$ cat src/rtl/mux_pkg.sv
// Shared constants and helpers for the 4:1 arbitrated multiplexer.
package mux_pkg;

    localparam int NUM_CH = 4;
    localparam int SEL_W  = 2;

    // Index of the set bit in a one-hot vector. An all-zero input gives 0.
    function automatic logic [SEL_W-1:0] onehot_to_idx(input logic [NUM_CH-1:0] onehot);
        logic [SEL_W-1:0] idx;
        idx = '0;
        for (int i = 0; i < NUM_CH; i++) begin
            if (onehot[i]) begin
                idx = idx | SEL_W'(i);
            end
        end
        return idx;
    endfunction

endpackage

$ cat src/rtl/rr_arbiter_4.sv
// Four-requester arbiter producing a one-hot grant.
// MUX_ROUND_ROBIN_EN defined  : rotating priority that starts at ptr and wraps;
//                               ptr moves to one past the winner when a grant is used.
// MUX_ROUND_ROBIN_EN undefined: fixed priority, requester 0 highest; no state.
module rr_arbiter_4
    import mux_pkg::*;
(
`ifdef MUX_ROUND_ROBIN_EN
    input  logic              clk,
    input  logic              rst,
    input  logic              advance,
`endif
    input  logic [NUM_CH-1:0] req,
    output logic [NUM_CH-1:0] grant
);

`ifdef MUX_ROUND_ROBIN_EN
    logic [SEL_W-1:0]  ptr_reg;
    logic [SEL_W-1:0]  ptr_next;
    logic [NUM_CH-1:0] rot_req;
    logic [NUM_CH-1:0] rot_grant;

    // Rotate requests so that the current pointer lands on bit 0, pick the
    // lowest set bit, then rotate the winner back into channel order.
    genvar gi;
    generate
        for (gi = 0; gi < NUM_CH; gi++) begin : g_rot
            assign rot_req[gi] = req[ptr_reg + SEL_W'(gi)];
            assign grant[gi]   = rot_grant[SEL_W'(gi) - ptr_reg];
        end
    endgenerate

    assign rot_grant = rot_req & (~rot_req + NUM_CH'(1));

    // Pointer advances to one past the winner only when its word is taken.
    always_comb begin
        ptr_next = ptr_reg;
        if (advance) begin
            ptr_next = onehot_to_idx(grant) + SEL_W'(1);
        end
    end

    // Pointer register.
    always_ff @(posedge clk) begin
        if (rst) begin
            ptr_reg <= '0;
        end else begin
            ptr_reg <= ptr_next;
        end
    end
`else
    // Lowest-numbered requester wins.
    assign grant = req & (~req + NUM_CH'(1));
`endif

endmodule

$ cat src/rtl/mux_4x1_rr.sv
// 4:1 multiplexer with valid/ready handshakes on every channel and a single
// registered output slot. The slot reloads whenever it is empty or being
// drained, so one word per cycle flows when out_ready stays high.
// Arbitration mode is selected by MUX_ROUND_ROBIN_EN (see rr_arbiter_4).
module mux_4x1_rr
    import mux_pkg::*;
#(
    parameter int WIDTH = 8
) (
    input  logic                    clk,
    input  logic                    rst,
    input  logic [NUM_CH*WIDTH-1:0] in_data,
    input  logic [NUM_CH-1:0]       in_valid,
    output logic [NUM_CH-1:0]       in_ready,
    output logic [WIDTH-1:0]        out_data,
    output logic [SEL_W-1:0]        out_sel,
    output logic                    out_valid,
    input  logic                    out_ready
);

    logic [WIDTH-1:0]  ch_word [NUM_CH];
    logic [NUM_CH-1:0] grant;
    logic [SEL_W-1:0]  grant_idx;
    logic              load;
    logic              accept;

    logic [WIDTH-1:0]  out_data_reg,  out_data_next;
    logic [SEL_W-1:0]  out_sel_reg,   out_sel_next;
    logic              out_valid_reg, out_valid_next;

    genvar gi;
    generate
        for (gi = 0; gi < NUM_CH; gi++) begin : g_ch
            assign ch_word[gi] = in_data[gi*WIDTH +: WIDTH];
        end
    endgenerate

    rr_arbiter_4 u_arb (
`ifdef MUX_ROUND_ROBIN_EN
        .clk     (clk),
        .rst     (rst),
        .advance (accept),
`endif
        .req     (in_valid),
        .grant   (grant)
    );

    // Output slot is free when empty or when its word leaves this cycle;
    // nothing is accepted while reset is held.
    always_comb begin
        load      = !out_valid_reg || out_ready;
        in_ready  = (rst || !load) ? '0 : grant;
        accept    = |in_ready;
        grant_idx = onehot_to_idx(grant);
    end

    // Next output slot contents: capture the granted word, or empty the
    // slot when it drains with nothing to replace it; otherwise hold.
    always_comb begin
        out_data_next  = out_data_reg;
        out_sel_next   = out_sel_reg;
        out_valid_next = out_valid_reg;
        if (load) begin
            if (accept) begin
                out_data_next  = ch_word[grant_idx];
                out_sel_next   = grant_idx;
                out_valid_next = 1'b1;
            end else begin
                out_valid_next = 1'b0;
            end
        end
    end

    // Output slot register; reset discards any pending word.
    always_ff @(posedge clk) begin
        if (rst) begin
            out_data_reg  <= '0;
            out_sel_reg   <= '0;
            out_valid_reg <= 1'b0;
        end else begin
            out_data_reg  <= out_data_next;
            out_sel_reg   <= out_sel_next;
            out_valid_reg <= out_valid_next;
        end
    end

    assign out_data  = out_data_reg;
    assign out_sel   = out_sel_reg;
    assign out_valid = out_valid_reg;

endmodule
$ cat config.mk
export PLATFORM = sky130hd
export DESIGN_NAME = mux_4x1_rr
export DESIGN_NICKNAME = d
export VERILOG_FILES = /design/src/rtl/mux_pkg.sv /design/src/rtl/rr_arbiter_4.sv /design/src/rtl/mux_4x1_rr.sv
export SDC_FILE = /design/constraint.sdc
export NUM_CORES = 1
export LEC_CHECK = 0
export ABC_CLOCK_PERIOD_IN_PS = 1560
export CAP_MARGIN = 5
export CORE_MARGIN = 1
export CORE_UTILIZATION = 36
export DETAILED_ROUTE_END_ITERATION = 10
export GPL_TIMING_DRIVEN = 0
export PLACE_DENSITY = 0.91
export SKIP_LAST_GASP = 1
export SLEW_MARGIN = 20
export SYNTH_ARGS = -nofsm -noshare
export SYNTH_HDL_FRONTEND = slang
export SYNTH_SLANG_ARGS = --single-unit
$ cat constraint.sdc
create_clock -name clk -period 1.56 [get_ports clk]
set_input_delay 0.234 -clock clk [delete_from_list [all_inputs] [get_ports clk]]
set_output_delay 0.234 -clock clk [all_outputs]
set_load 0.01 [all_outputs]
==> Word-level counts from Yosys, hierarchy flattened <==
Index checks and enable logic that the tools add are counted.
Widths: inputs -> output; s select.
{ "op_classes": {"addsub": 1, "order_cmp": 1, "n_mux": 8, "bitwise": 3, "reduce_logical": 6} }
{ "op_table": {"columns": ["cell", "n"], "rows": [
  ["$bmux 8 s2", 1],
  ["$mux 8", 2],
  ["$add 4x1->4 const B", 1],
  ["$and 4x4->4", 1],
  ["$mux 2", 2],
  ["$mux 4", 1],
  ["$not 4->4", 1],
  ["$reduce_or 4->1", 1],
  ["$ge 3x3->1 const B", 1],
  ["$not 2->3", 1],
  ["$logic_not 1->1", 2],
  ["$logic_or 1x1->1", 2],
  ["$mux 1", 2],
  ["$reduce_and 2->1", 1]
]} }
{ "word_totals": {"regBits": 11, "out_inout_bits": 15, "elab_cells": 22} }

==> Longest topological paths before layout <==
{ "logic_depth": {"ltp_word": 10, "mapped_depth": 7, "ltp_nobuf": 4} }

==> Hierarchy <==
From an unflattened synthesis, not the netlist that was laid out.
{ "unflattened": {"hier_cells": 75, "area_unflattened_um2": 759.5} }
{ "modules_own_cells": {"columns": ["module", "n_inst", "cells_each", "area_each_um2", "seq_area_each_um2"], "rows": [
  ["mux_4x1_rr", 1, 71, 723.2, 220.2],
  ["rr_arbiter_4", 1, 4, 36.3, 0.0]
]} }

==> Worst setup path before layout <==
OpenSTA, ideal clock, no wires.
{ "synth_timing": {"path_kind": "register to output", "from": "reg out_valid_reg (netlist: out_valid)", "to": "out in_ready[2]", "arrival_ps": 1035, "slack_ps": 291, "stages_incl_launch_ff": 4, "path_buffers": 0, "path_cell_list": "dfxtp_1 -> nand2b_1 -> nand2b_1 -> nor4b_1"} }
{ "synth_via": {"elab_chain_cells": 5} }
{ "synth_lines": {"columns": ["element", "line", "text"], "rows": [
  ["start: declaration", "mux_4x1_rr.sv:29", "logic out_valid_reg, out_valid_next;"],
  ["start signal: assignment", "mux_4x1_rr.sv:83", "out_valid_reg <= out_valid_next;"],
  ["$logic_not 1->1", "mux_4x1_rr.sv:51", "load = !out_valid_reg || out_ready;"],
  ["$logic_or 1x1->1", "mux_4x1_rr.sv:51", null],
  ["$logic_not 1->1", "mux_4x1_rr.sv:52", "in_ready = (rst || !load) ? '0 : grant;"],
  ["$logic_or 1x1->1", "mux_4x1_rr.sv:52", null],
  ["$mux 4", "mux_4x1_rr.sv:52", null],
  ["end: declaration", "mux_4x1_rr.sv:14", "output logic [NUM_CH-1:0] in_ready,"]
]} }
No other way between the ends.

==> Final worst setup path <==
{ "layout_timing": {"from": "in rst", "to": "out in_ready[2]"} }
{ "layout_via": {"elab_chain_cells": 2} }
{ "layout_lines": {"columns": ["element", "line", "text"], "rows": [
  ["start: declaration", "mux_4x1_rr.sv:11", "input logic rst,"],
  ["$logic_or 1x1->1", "mux_4x1_rr.sv:52", null],
  ["$mux 4", "mux_4x1_rr.sv:52", null]
]} }
No other way between the ends.

==> results_dict.tcl <==
set metrics [dict create \
    cp.arrival_ns 1.28 \
    p_int_w 0.000620 \
    largest_reg_flops 8 \
    rr_startpoint "out_valid" \
    combPwrFrac_pct 39.8 \
    finClkSkew_ns 0.00230 \
    dp_worst_setup_slack_ns -0.747 \
    detail_route.wl_per_cell_microns 13.7 \
    avgViaCountPerCell 5.24 \
    hold_viol 0 \
    fillCellCount 198 \
    drt_iter0_markers 23 \
    total_power_w 0.000868 \
    setup_violations 0 \
    htree_levels 1 \
    gp_congestion 0.767 \
    grt_max_degree 11 \
    io_pins 54 \
    switching_share_pct 28.5 \
    hp-class "in -> reg" \
    post-dp-hpwl_mm 2.02 \
    async_reset_ff_share_pct 0 \
    ys_seq_area_share_pct 25.5 \
    timing.final.crit_share_pct 96.8 \
    firstDrtPassIters 4 \
    slew_viol_final 0 \
    start_util_pct 38.6 \
    stdcell_area_sq_mm 0.00144 \
    diodes 0 \
    clk_pin_slew_ns 0.07 \
    min_period_ns 1.51 \
    die_y_microns 50.9 \
    dpl_cell_area_sq_mm 0.00140 \
    die_w_microns 50.9 \
    std_cell_rows 17 \
    yosys.area.top_type "dfxtp_1" \
    drive_above_1_share_pct 12.7 \
    startpoint_type "input port" \
    leakage_nw 0.566 \
    ys_warn_count 0 \
    setup_slack_ns 0.0503 \
    route.detailed.drc 0 \
    syn_to_final_growth_pct 67.1 \
    yosys_most_used_dff "dfxtp_1" \
    worstMarginPinSlew_ns 0.357 \
    synthCells 111 \
    overflow 0 \
    yosysTopAreaCellShare_pct 25.5 \
    ys_ff_latch 11 \
    antenna_found_initial 0 \
    clock_path_buffers 2 \
    clock_power_share_pct 22.3 \
    layout_commonest_cell "clkdlybuf4s50_1" \
    rsz0062_at_grt "true" \
    cts_buffers 3 \
    cts-root-buf "clkbuf_4" \
    worst-path-max-fanout 6 \
    worstHoldStart "in_valid[2]" \
    cts_hold_buf 0 \
    status "complete, no violations" \
    drv_cap 0 \
    relSlewSlack_pct 76.2 \
    drtAntennaViolNets 0 \
    final_util_pct 64.5 \
    clk_latency_ns 0.27 \
    die_area_sq_mm 0.00259 \
    power_density_mw_per_mm2 603 \
    hold_ws_ns 0.298 \
    synthTopCellsByArea "dfxtp_1 26%, nand3b_1 12%, nand2b_1 11%, a21oi_1 9.9%, a221o_1 8.1%" \
    cp-end-kind "output pin" \
    crit_type "in -> out" \
    synthesis.nets 150 \
    cts_tree "yes" \
    ir_drop_uv 576 \
    avgSynthCellArea_sq_um 7.77 \
    vias 1012 \
    timing.fmax_mhz 662 \
    grt_pass1_wl_mm 4.21 \
    final_cell_mix "44 x clkdlybuf4s50_1, 17 x a21oi_1, 14 x nand3b_1, 13 x nand2b_1, 11 x dfxtp_1" \
    synth_area_sq_um 862 \
    critPathLaunch "rst" \
    grt_pass1_vias 963 \
    synth_edf_count 0 \
    layout.nets 205 \
    portBuffers 50 \
    seqPwrFrac_pct 37.9 \
    cp.required_ns 1.33 \
    p_switching_w 0.000248 \
    core_area_sq_mm 0.00223 \
    track_usage_pct 21.4 \
    wirelength_mm 2.64 \
    ys_types 27 \
    clock-sinks 11 \
]
[cell usage after synthesis, types with 2 or more instances]
| library cell | instances |
|---|---|
| o21ai_1 | 4 |
| clkbuf_1 | 4 |
| buf_6 | 3 |
| inv_1 | 4 |
| or2b_1 | 3 |
| nor2_1 | 4 |
| buf_2 | 4 |
| nand2b_1 | 15 |
| a221o_1 | 7 |
| o21a_1 | 2 |
| nand2_1 | 2 |
| dfxtp_1 | 11 |
| a21oi_1 | 17 |
| nor3_1 | 2 |
| o21ai_0 | 4 |
| nand3b_1 | 14 |
[kinds of logic after synthesis]
logic type	Yosys count	share of synthesized area [%]
AND/OR/NAND/NOR	45	34.1
buffers and inverters	16	11.5
multiplexers	1	1.16
flip-flops	11	25.5
AO/OA/AOI/OAI	38	27.7
[metrics by stage]
stage,setup TNS [ns],std cells
finish,0,193
global route,-0.0108,193
CTS,-0.0790,193
detailed placement,-4.99,189
global placement,-4.64,189
floorplan,0,111
[routing by layer]
layer  wire [microns]  GRT usage [%]  vias up  share of wire (%)
met3              174           6.25        2                6.6
met4               28           5.56        0                1.1
met1             1170           26.7      456                 44
met2             1270           35.5       43                 48
met5                0              0        -                  0
li1                 -              -      511                  -
[final timing paths]
check	end	depth (start not counted)	slack, ns
min	out_valid	3	0.30
max reg2reg	out_data[1]	5	0.42
max	in_ready[2]	4	0.05
min reg2reg	out_data[4]	2	0.50
[cell type report]
cell class / count / area, sq um / area share (%)
well taps: 28 / 35.0 / 2.43
multi-input cells: 84 / 571 / 39.6
flip-flops and latches: 11 / 220 / 15.3
clock buffers: 4 / 26.3 / 1.82
plain buffers: 12 / 87.6 / 6.08
inverters: 4 / 15.0 / 1.04
repair buffers: 50 / 485 / 33.7
[worst max-delay path, cell delays in order]
cell	delay, ns
clkdlybuf4s50_1	0.46
nand2b_4	0.20
nor4b_2	0.22
buf_2	0.17
[power groups by stage]
stage	clock, W	combinational (W)	sequential (W)
finish	0.000193	0.000346	0.000329
global route	0.000215	0.000373	0.000332
CTS	0.000196	0.000345	0.000329
detailed placement	0	0.000341	0.000334
global placement	0	0.000334	0.000333
floorplan	0	0.000140	0.000346
[what timing repair did]
item,4_1_cts,5_1_grt
gates resized for setup,18,6
endpoints found under the hold margin,0,0
endpoints found under the setup margin,10,4
setup buffers,0,0
pin swaps,0,1
Power figures use the tool's default switching activity.
